**config.mk**
```make
export PLATFORM = sky130hd
export DESIGN_NAME = pcie_phy_init_seq
export DESIGN_NICKNAME = d
export VERILOG_FILES = /design/src/rtl/pcie_phy_init_pkg.sv /design/src/rtl/pcie_phy_apb_master.sv /design/src/rtl/pcie_phy_init_seq.sv
export SDC_FILE = /design/constraint.sdc
export NUM_CORES = 1
export LEC_CHECK = 0
export CORE_MARGIN = 4
export CORE_UTILIZATION = 42
export DETAILED_ROUTE_END_ITERATION = 8
export PLACE_DENSITY = 0.8
export SETUP_SLACK_MARGIN = 0.15
export SYNTH_ARGS = -nofsm -noshare
export SYNTH_HDL_FRONTEND = slang
export SYNTH_SLANG_ARGS = --single-unit
```
**constraint.sdc**
```tcl
create_clock -name clk -period 1.96 [get_ports clk]
set_input_delay 0.392 -clock clk [delete_from_list [all_inputs] [get_ports clk]]
set_output_delay 0.392 -clock clk [all_outputs]
set_load 0.01 [all_outputs]
```
**src/rtl/pcie_phy_init_pkg.sv**
```systemverilog
// PHY bring-up sequencer shared types: state encodings and default bus/init constants.
// No logic; imported by the sequencer and its APB master.
// No flow control of its own.
package pcie_phy_init_pkg;

    typedef enum logic [2:0] {
        ST_IDLE     = 3'd0,
        ST_I_SETUP  = 3'd1,
        ST_I_ACCESS = 3'd2,
        ST_WAIT_UC  = 3'd3,
        ST_WAIT_DLY = 3'd4,
        ST_DONE     = 3'd5,
        ST_H_SETUP  = 3'd6,
        ST_ERR      = 3'd7
    } seq_state_e;

    localparam int          PHY_AWIDTH    = 18;
    localparam int          PHY_DWIDTH    = 32;
    localparam logic [17:0] PHY_INIT_ADDR = 18'h3_0068;
    localparam logic [31:0] PHY_INIT_DATA = 32'h1000_0000;

endpackage

```
**src/rtl/pcie_phy_apb_master.sv**
```systemverilog
// Two-phase APB master: one transfer at a time, request accepted when idle or on completion.
// Latency: psel one edge after req, penable one edge later, ack combinational on pready.
// Backpressure: access phase holds indefinitely while pready is low.
module pcie_phy_apb_master #(
    parameter int AWIDTH = 18,
    parameter int DWIDTH = 32
) (
    input  logic              clk,
    input  logic              rst,
    input  logic              req,
    input  logic [AWIDTH-1:0] addr,
    input  logic [DWIDTH-1:0] wdata,
    input  logic              write,
    output logic              ack,
    output logic [DWIDTH-1:0] rdata,
    output logic              err,
    output logic [AWIDTH-1:0] apb_paddr,
    output logic [DWIDTH-1:0] apb_pwdata,
    output logic              apb_pwrite,
    output logic              apb_psel,
    output logic              apb_penable,
    input  logic              apb_pready,
    input  logic [DWIDTH-1:0] apb_prdata,
    input  logic              apb_pslverr
);

    // Completion is combinational so the owner can change state on the same edge the bus clears.
    assign ack   = apb_psel & apb_penable & apb_pready;
    assign rdata = apb_prdata;
    assign err   = apb_pslverr;

    always_ff @(posedge clk) begin
        if (rst) begin
            apb_paddr   <= '0;
            apb_pwdata  <= '0;
            apb_pwrite  <= 1'b0;
            apb_psel    <= 1'b0;
            apb_penable <= 1'b0;
        end else if (req && (!apb_psel || ack)) begin
            apb_paddr   <= addr;
            apb_pwdata  <= wdata;
            apb_pwrite  <= write;
            apb_psel    <= 1'b1;
            apb_penable <= 1'b0;
        end else if (ack) begin
            apb_paddr   <= '0;
            apb_pwdata  <= '0;
            apb_pwrite  <= 1'b0;
            apb_psel    <= 1'b0;
            apb_penable <= 1'b0;
        end else if (apb_psel) begin
            apb_penable <= 1'b1;
        end
    end

endmodule

```
**src/rtl/pcie_phy_init_seq.sv**
```systemverilog
// PHY bring-up: init APB write, wait uC done, settle delay, release resets, then host APB pass-through.
// Latency: psel one edge after start; resets rise RST_DLY+1 cycles after uc_init_complete is seen.
// Backpressure: waits on pready without timeout; host_req held until host_ack. PCIE_PHY_INIT_READBACK_EN adds a verify read.
module pcie_phy_init_seq
    import pcie_phy_init_pkg::*;
#(
    parameter int                AWIDTH     = PHY_AWIDTH,
    parameter int                DWIDTH     = PHY_DWIDTH,
    parameter logic [AWIDTH-1:0] INIT_ADDR  = PHY_INIT_ADDR,
    parameter logic [DWIDTH-1:0] INIT_DATA  = PHY_INIT_DATA,
    parameter int                RST_DLY    = 20,
    parameter int                UC_TIMEOUT = 65535
) (
    input  logic              clk,
    input  logic              rst,
    input  logic              start,
    input  logic              uc_init_complete,
    output logic              phy_reset_n,
    output logic              phy_p00_reset_n,
    output logic              init_done,
    output logic              init_err,
    output logic [2:0]        seq_state,
    output logic [AWIDTH-1:0] apb_paddr,
    output logic [DWIDTH-1:0] apb_pwdata,
    output logic              apb_pwrite,
    output logic              apb_psel,
    output logic              apb_penable,
    input  logic              apb_pready,
    input  logic [DWIDTH-1:0] apb_prdata,
    input  logic              apb_pslverr,
    input  logic              host_req,
    input  logic [AWIDTH-1:0] host_addr,
    input  logic [DWIDTH-1:0] host_wdata,
    input  logic              host_write,
    output logic              host_ack,
    output logic [DWIDTH-1:0] host_rdata,
    output logic              host_err
);

    localparam logic [15:0] UC_LAST  = 16'(UC_TIMEOUT - 1);
    localparam logic [7:0]  DLY_LAST = 8'(RST_DLY - 1);

    seq_state_e        state;
    logic [15:0]       uc_cnt;
    logic [7:0]        dly_cnt;

    logic              m_req;
    logic [AWIDTH-1:0] m_addr;
    logic [DWIDTH-1:0] m_wdata;
    logic              m_write;
    logic              m_ack;
    logic [DWIDTH-1:0] m_rdata;
    logic              m_err;
    logic              init_launch;
    logic              host_launch;

    assign host_launch = (state == ST_DONE) && host_req;

`ifdef PCIE_PHY_INIT_READBACK_EN
    logic rb_phase;
    logic rb_launch;

    // The verify read goes out on the edge the write completes, keeping psel high across both.
    assign rb_launch   = (state == ST_I_ACCESS) && m_ack && !m_err && !rb_phase;
    assign init_launch = ((state == ST_IDLE) && start) || rb_launch;
    assign m_write     = host_launch ? host_write : !rb_launch;
    assign m_wdata     = host_launch ? host_wdata : (rb_launch ? '0 : INIT_DATA);
`else
    assign init_launch = (state == ST_IDLE) && start;
    assign m_write     = host_launch ? host_write : 1'b1;
    assign m_wdata     = host_launch ? host_wdata : INIT_DATA;
`endif

    assign m_req     = init_launch || host_launch;
    assign m_addr    = host_launch ? host_addr : INIT_ADDR;
    assign seq_state = state;

    pcie_phy_apb_master #(
        .AWIDTH (AWIDTH),
        .DWIDTH (DWIDTH)
    ) u_apb_master (
        .clk         (clk),
        .rst         (rst),
        .req         (m_req),
        .addr        (m_addr),
        .wdata       (m_wdata),
        .write       (m_write),
        .ack         (m_ack),
        .rdata       (m_rdata),
        .err         (m_err),
        .apb_paddr   (apb_paddr),
        .apb_pwdata  (apb_pwdata),
        .apb_pwrite  (apb_pwrite),
        .apb_psel    (apb_psel),
        .apb_penable (apb_penable),
        .apb_pready  (apb_pready),
        .apb_prdata  (apb_prdata),
        .apb_pslverr (apb_pslverr)
    );

    always_ff @(posedge clk) begin
        if (rst) begin
            state           <= ST_IDLE;
            uc_cnt          <= '0;
            dly_cnt         <= '0;
            phy_reset_n     <= 1'b0;
            phy_p00_reset_n <= 1'b0;
            init_done       <= 1'b0;
            init_err        <= 1'b0;
            host_ack        <= 1'b0;
            host_rdata      <= '0;
            host_err        <= 1'b0;
`ifdef PCIE_PHY_INIT_READBACK_EN
            rb_phase        <= 1'b0;
`endif
        end else begin
            host_ack <= 1'b0;
            case (state)
                ST_IDLE: begin
                    if (start) begin
                        state <= ST_I_SETUP;
`ifdef PCIE_PHY_INIT_READBACK_EN
                        rb_phase <= 1'b0;
`endif
                    end
                end
                ST_I_SETUP: state <= ST_I_ACCESS;
                ST_I_ACCESS: begin
                    if (m_ack) begin
`ifdef PCIE_PHY_INIT_READBACK_EN
                        if (m_err || (rb_phase && (m_rdata != INIT_DATA))) begin
                            state    <= ST_ERR;
                            init_err <= 1'b1;
                        end else if (!rb_phase) begin
                            state    <= ST_I_SETUP;
                            rb_phase <= 1'b1;
                        end else begin
                            state  <= ST_WAIT_UC;
                            uc_cnt <= '0;
                        end
`else
                        if (m_err) begin
                            state    <= ST_ERR;
                            init_err <= 1'b1;
                        end else begin
                            state  <= ST_WAIT_UC;
                            uc_cnt <= '0;
                        end
`endif
                    end
                end
                ST_WAIT_UC: begin
                    if (uc_init_complete) begin
                        state   <= ST_WAIT_DLY;
                        dly_cnt <= '0;
                    end else if (uc_cnt == UC_LAST) begin
                        state    <= ST_ERR;
                        init_err <= 1'b1;
                    end else begin
                        uc_cnt <= uc_cnt + 16'd1;
                    end
                end
                // uc_init_complete is deliberately not re-checked once the delay has started.
                ST_WAIT_DLY: begin
                    if (dly_cnt == DLY_LAST) begin
                        state           <= ST_DONE;
                        phy_reset_n     <= 1'b1;
                        phy_p00_reset_n <= 1'b1;
                        init_done       <= 1'b1;
                    end else begin
                        dly_cnt <= dly_cnt + 8'd1;
                    end
                end
                ST_DONE: begin
                    if (host_req) begin
                        state <= ST_H_SETUP;
                    end
                end
                // Covers both host setup and access; apb_penable is the sub-phase flag.
                ST_H_SETUP: begin
                    if (m_ack) begin
                        state      <= ST_DONE;
                        host_ack   <= 1'b1;
                        host_rdata <= apb_pwrite ? '0 : m_rdata;
                        host_err   <= m_err;
                    end
                end
                ST_ERR: begin
                    init_err <= 1'b1;
                    if (host_req && !host_ack) begin
                        host_ack   <= 1'b1;
                        host_rdata <= '0;
                        host_err   <= 1'b1;
                    end
                end
                default: state <= ST_IDLE;
            endcase
        end
    end

endmodule

```
After elaboration in Yosys (flattened, before gate mapping)
Index checks and enable logic that the tools add are counted.
Storage, ports and cells
  register bits: 116
  input bits: 90
  output and inout port bits: 94
Operators by class
  $add $sub $neg: 2
  equality and inequality tests: 23
  muxes and demuxes: 42
  bitwise logic cells: 2
  reductions and logical operators: 22
Operators by type and width (count)
  32-bit two-way mux: 6
  16-bit two-way mux: 4
  32-bit one-hot mux with 2 select lines: 1
  18-bit two-way mux: 3
  16-bit one-hot mux with 2 select lines: 1
  3-bit two-way mux: 8
  2-bit inequality test, second input constant: 11
  3-bit one-hot mux with 7 select lines: 1
  16-bit by 1-bit adder with 16-bit output, second input constant: 1
  16-bit == test, second input constant: 1
  8-bit two-way mux: 2
  8-bit one-hot mux with 2 select lines: 1
  3-bit == test, second input constant: 4
  1-bit two-way mux: 12
  5-bit AND reduction: 2
  8-bit by 1-bit adder with 8-bit output, second input constant: 1
  8-bit by 5-bit == test with 1-bit output, second input constant: 1
  2-bit nonzero test: 4
  7-bit AND reduction: 1
  7-bit nonzero test: 1
  3-bit by 2-bit == test with 1-bit output, second input constant: 2
  3-bit AND reduction: 2
  1-bit logical AND: 4
  2-bit by 1-bit inequality test with 1-bit output, second input constant: 2
  11 further kinds: 15

Depth between registers and ports, before layout
  depth after elaboration: 5
  gate-level depth with buffers: 9
  depth with buffers taken out: 7

By module
A second synthesis with hierarchy kept.
Unflattened totals
  cells, all modules: 508
  area total of the unflattened synthesis: 5042.3 um2
Modules (own cells, without submodules)
  pcie_phy_init_seq: instances 1, cells an instance 347, area each 3104.2 um2, seq. area each 1261.2 um2
  pcie_phy_apb_master: instances 1, cells an instance 161, area each 1938.1 um2, seq. area each 1061.0 um2

Worst setup path before layout
No wires, ideal clock.
  kind: flip-flop to flip-flop
  from: reg state[2] (netlist: seq_state[2])
  to: reg u_apb_master.apb_pwdata[7]
  library setup time: 0.117 ns
  arrival time: 1.614 ns
  data required time: 1.843 ns
  slack: 0.229 ns
  stages on the path, launching flop included: 8
  buffers on the path: 2
  clock period less this slack: 1.731 ns
  cell sequence: dfxtp_1 buf_2 or3b_1 a21oi_1 and2b_1 nor3b_4 buf_6 a22o_1
Between the ends
  word-level cells in the longest chain between the ends: 5
  elaborated cells on any way between the ends: 9
Ends and longest elaborated chain
  from (decl): line pcie_phy_init_seq.sv:43  | seq_state_e state;
  from (signal assigned): line pcie_phy_init_seq.sv:103  | state <= ST_IDLE;
  from (signal assigned): line pcie_phy_init_seq.sv:121  | state <= ST_I_SETUP;
  from (signal assigned): line pcie_phy_init_seq.sv:127  | ST_I_SETUP: state <= ST_I_ACCESS;
  3-bit == test / 3-bit zero test (equally long branches): line pcie_phy_init_seq.sv:57, pcie_phy_init_seq.sv:69
  1-bit logical AND, on equally long branches: line pcie_phy_init_seq.sv:57, pcie_phy_init_seq.sv:69
  1-bit logical OR: line pcie_phy_init_seq.sv:74  | assign m_req = init_launch || host_launch;
  1-bit logical AND: line pcie_phy_apb_master.sv:39  | end else if (req && (!apb_psel || ack)) begin
  32-bit two-way mux / 2-bit nonzero test (equally long branches)
  to (signal assigned): line pcie_phy_apb_master.sv:41  | apb_pwdata <= wdata;
  to (decl): line pcie_phy_apb_master.sv:18  | output logic [DWIDTH-1:0] apb_pwdata,
Parallel ways exist; a longest one is shown, timed or not.
A chain may end at the register's enable or synchronous reset.

Final worst setup path
  from: reg state[2] (netlist: seq_state[2])
  to: reg uc_cnt[6]
Between the ends
  word-level cells in the longest chain between the ends: 3
  elaborated cells on any way between the ends: 9
Ends and longest elaborated chain
  3-bit by 2-bit == test with 1-bit output: line pcie_phy_init_seq.sv:118  | case (state)
  2-bit inequality test (no source line) (tied with other cells)
  5-bit AND reduction (no source line)
  to (signal assigned): line pcie_phy_init_seq.sv:160  | uc_cnt <= uc_cnt + 16'd1;
  to (decl): line pcie_phy_init_seq.sv:44  | logic [15:0] uc_cnt;
Parallel ways exist; a longest one is shown, timed or not.

==> flow_summary.yaml <==
status:
  result_of_the_run: "finished, final reports clean"
synth:
  synthAdderAreaFrac_pct: 0.874
  synth.ff_latch_count: 116
  cell_area_after_synthesis_um2: 4300
  combinational_family_with_the_most_area_after_synthesis: "compound AO/OA/AOI/OAI gates"
  yosys.cell_count.top_type: "sky130_fd_sc_hd__dfxtp_1"
  syn_avg_cell_area_um2: 10.7
  synth.yosys.warnings: 0
  share_of_async_settable_or_async_resettable_flops_after_synthesis_pct: 0
  share_of_yosys_cell_area_claimed_by_the_top_area_cell_type_pct: 54.1
  synth-seq-area-share_pct: 54.1
  synth_flop_cell: "sky130_fd_sc_hd__dfxtp_1"
  number_of_enable_flip_flop_cells_after_synthesis: 0
  synth_area_leaders: "sky130_fd_sc_hd__dfxtp_1 (54%), sky130_fd_sc_hd__a22o_1 (15%), sky130_fd_sc_hd__a21oi_1 (2.3%)"
  yosys-mux-area-fraction_pct: 0.233
  yosys.cell_types.count: 53
  synth_top_cells_by_count: "sky130_fd_sc_hd__dfxtp_1 (116), sky130_fd_sc_hd__a22o_1 (76), sky130_fd_sc_hd__nor2_1 (26), sky130_fd_sc_hd__a21oi_1 (20), sky130_fd_sc_hd__o21ai_0 (14)"
  post_synth_and_or_nand_nor_area_fraction_pct: 14.0
  synth_largest_area_cell: "sky130_fd_sc_hd__dfxtp_1"
  synth_compound_gate_area_share_pct: 25.2
  yosys.area_share.xor_xnor_pct: 1.02
  synthesis.nets: 494
  syn-instance-count: 401
finish:
  n_antenna_cell: 0
  area_delta_synth_final_pct: 74.1
  finish.utilization_pct: 75.8
  final_cells: 779
  finish.net_count: 726
  post_route_cells_drive_above_1_share_pct: 18.6
  design_area_um2: 7480
pwr:
  power.ir.vdd_worst_mv: 0.730
  intPower_mw: 4.49
  fin_total_pwr_mw: 5.86
  comb_power_share_pct: 10.9
  switching_share_pct: 23.4
  sw_power_mw: 1.37
  power-per-cell-area_nw_per_um2: 784
  clockPowerShare_pct: 47.5
  power.share.sequential_pct: 41.6
  cellLeakagePower_nw: 3.99
placement:
  place.gp.congestion: 0.779
  port-buffer-count: 183
  detailed_place_hpwl_mm: 9.76
  placed_area_um2: 6570
  placedCellCount: 734
  placement_stage_worst_setup_slack_ns: -0.289
setup_path:
  reg2reg_depth: 6
  timing.reg2reg.setup_slack_ns: 0.16
  critPathArrivalTime_ns: 2.21
  crit_path_max_fanout: 8
  cp-end-kind: "flip-flop"
  timing.rr.start: "seq_state[2]"
  startpoint_type: "flip-flop"
  worstReg2RegEnd: "uc_cnt[6]"
  critical-path-top-delay-family: "simple AND/OR/NAND/NOR gates"
  slowest_delay_ns: 0.38
  worst_endpoint_required_time_ns: 2.37
  timing_worst_setup_path_type: "reg -> reg"
  bufs_and_invs_on_worst_path: 1
  timing.critical_path.slowest_stage_cell: "sky130_fd_sc_hd__or3_1"
  worstPathCellList: "buf_4 -> nor4bb_4 -> a21o_4 -> o21ai_4 -> or3_1 -> a21oi_1"
timing:
  final-max-slew-violation-count: 0
  grt_setup_unrepaired: "yes"
  layout_setup_ws_ns: 0.158
  hold_viol_final: 0
  post-route-period-util_pct: 91.9
  worst_slew_pin_slew_ns: 0.370
  maxClockFrequency_mhz: 555
  report.final.setup_viol: 0
  slew-limit-headroom_pct: 75.3
  min_period_ns: 1.80
  skew_ns: 0.00962
clock_tree:
  cts.sink_count: 116
  ctsHoldBuffers: 0
  tritoncts_clock_tree: "built"
  cts_inserted_buffers: 17
  clk_tree_root_cell: "sky130_fd_sc_hd__clkbuf_8"
  clk_path_buf_depth: 2
  clk_latency_ns: 0.50
  cts.htree.levels: 4
  clk_transition_reported_paths_ns: 0.06
grt:
  track_usage_pct: 21.8
  via_count_of_the_first_global_routing_pass: 4147
  antenna_found_initial: 1
  gr-total-overflow: 0
  grt_start_max_net_pins: 45
  global_route_wire_length_before_repair_mm: 20.4
worst_hold_path:
  worstHoldEndpoint: "u_apb_master.apb_paddr[5]"
  min-delay-path-class: "reg -> reg"
  min_delay_path_depth: 1
  holdCritStartpoint: "u_apb_master.apb_paddr[5]"
routing:
  wire_per_inst_um: 18.4
  ant_nets: 0
  firstDrtPassIters: 4
  detail_route.iter0.violations: 238
  detail_route.wirelength_mm: 14.4
  drt_drc_violations_left: 0
  route.detailed.vias_per_inst: 5.42
  detailroute.via_count: 4224
die:
  initial_utilization_pct: 43.5
  total_number_of_placement_rows: 36
  floorplan.core_area_um2: 9860
  chipHeight_um: 109
  boundaryPins: 184
  dieArea_um2: 11900
  die_w_um: 109
flow_run:
  drv.max_cap_violation_count: 0
-- cells by family (layout without fill, tap and decap cells) --
group,count (synthesis),count (layout)
AND/OR/NAND/NOR,103,103
adder cells (fa/ha/maj),3,3
flip-flops,116,116
buffers and inverters,33,276
multiplexers,1,1
AO/OA/AOI/OAI,140,142
XOR/XNOR,5,5
-- layout make-up --
cell class / count / area (µm²)
clock inverters: 12 / 106
clock buffers: 20 / 435
inverters: 4 / 15.0
flip-flops and latches: 116 / 2330
well taps: 133 / 166
multi-input cells: 254 / 1940
repair buffers: 240 / 2480
fillers: 689 / 2390
-- worst max path at each step --
| stage | depth (start not counted) | end | slack (ns) | start |
|---|---|---|---|---|
| after global placement | 6 | uc_cnt[8] | -0.19 | apb_pready |
| after CTS | 1 | apb_pwdata[21] | 0.15 | u_apb_master.apb_pwdata[21] |
| after floorplan | 7 | u_apb_master.apb_pwdata[7] | 0.23 | seq_state[2] |
| after detailed placement | 6 | uc_cnt[5] | -0.29 | apb_pready |
| after global routing | 6 | uc_cnt[6] | 0.07 | seq_state[2] |
| final | 6 | uc_cnt[6] | 0.16 | seq_state[2] |
-- flip-flops by register name (all words and copies together) (netlist names) --
register                  cells
init_err                      1
u_apb_master.apb_paddr       18
u_apb_master.apb_pwdata      32
uc_cnt                       16
init_done                     1
host_ack                      1
host_err                      1
seq_state                     3
host_rdata                   32
u_apb_master.apb_penable      1
u_apb_master.apb_pwrite       1
dly_cnt                       8
u_apb_master.apb_psel         1
-- metal layers --
layer	vias to the layer above	routed length, µm	track usage [%]
li1	2004	-	-
met5	-	8	0
met1	2006	5350	23.6
met2	184	7320	38.3
met4	2	253	7.03
met3	28	1420	9.30
-- stage by stage --
stage	hold WS [ns]	setup TNS [ns]
detailed placement	0.456	-11.88
finish	0.464	0
CTS	0.459	0
global placement	0.447	-9.59
global route	0.463	0
floorplan	0.444	0
-- cell usage in the layout (no fill, tap or decap), types with 3 or more instances in the layout --
cell / n
sky130_fd_sc_hd__buf_12: 8
sky130_fd_sc_hd__xor2_1: 3
sky130_fd_sc_hd__and3_1: 4
sky130_fd_sc_hd__a21oi_1: 18
sky130_fd_sc_hd__nor2_1: 22
sky130_fd_sc_hd__o2bb2ai_1: 7
sky130_fd_sc_hd__buf_4: 48
sky130_fd_sc_hd__clkdlybuf4s50_1: 100
sky130_fd_sc_hd__nand2_1: 13
sky130_fd_sc_hd__o21ai_0: 13
sky130_fd_sc_hd__and4_1: 3
sky130_fd_sc_hd__clkbuf_16: 16
sky130_fd_sc_hd__or4_1: 4
sky130_fd_sc_hd__nand4_1: 4
sky130_fd_sc_hd__dfxtp_4: 3
sky130_fd_sc_hd__clkinv_4: 3
sky130_fd_sc_hd__nor2_2: 3
sky130_fd_sc_hd__nand3_1: 12
sky130_fd_sc_hd__o211ai_1: 6
sky130_fd_sc_hd__or3_1: 11
sky130_fd_sc_hd__dlygate4sd2_1: 25
sky130_fd_sc_hd__dlymetal6s2s_1: 58
sky130_fd_sc_hd__dfxtp_1: 112
sky130_fd_sc_hd__o21ai_4: 3
sky130_fd_sc_hd__a22o_1: 76
sky130_fd_sc_hd__clkinv_2: 5
sky130_fd_sc_hd__nor4_1: 3
sky130_fd_sc_hd__inv_1: 4
-- timing repair --
action / CTS / global route
endpoints found under the setup margin: 45 / 82
gates resized for setup: 33 / 85
setup buffers: 0 / 11
cloned: 1 / 1
pin swaps: 1 / 8
endpoints found under the hold margin: 0 / 0
-- power by group through the flow --
| stage | clock (mW) | sequential (mW) | combinational (mW) |
|---|---|---|---|
| 5_1_grt | 2.96 | 2.44 | 0.683 |
| 3_5_place_dp | 0 | 2.49 | 0.601 |
| 4_1_cts | 2.83 | 2.44 | 0.597 |
| 3_3_place_gp | 0 | 2.49 | 0.591 |
| 2_1_floorplan | 0 | 2.50 | 0.199 |
| 6_report | 2.78 | 2.44 | 0.640 |
No activity file was read; power rests on OpenSTA's default activity.
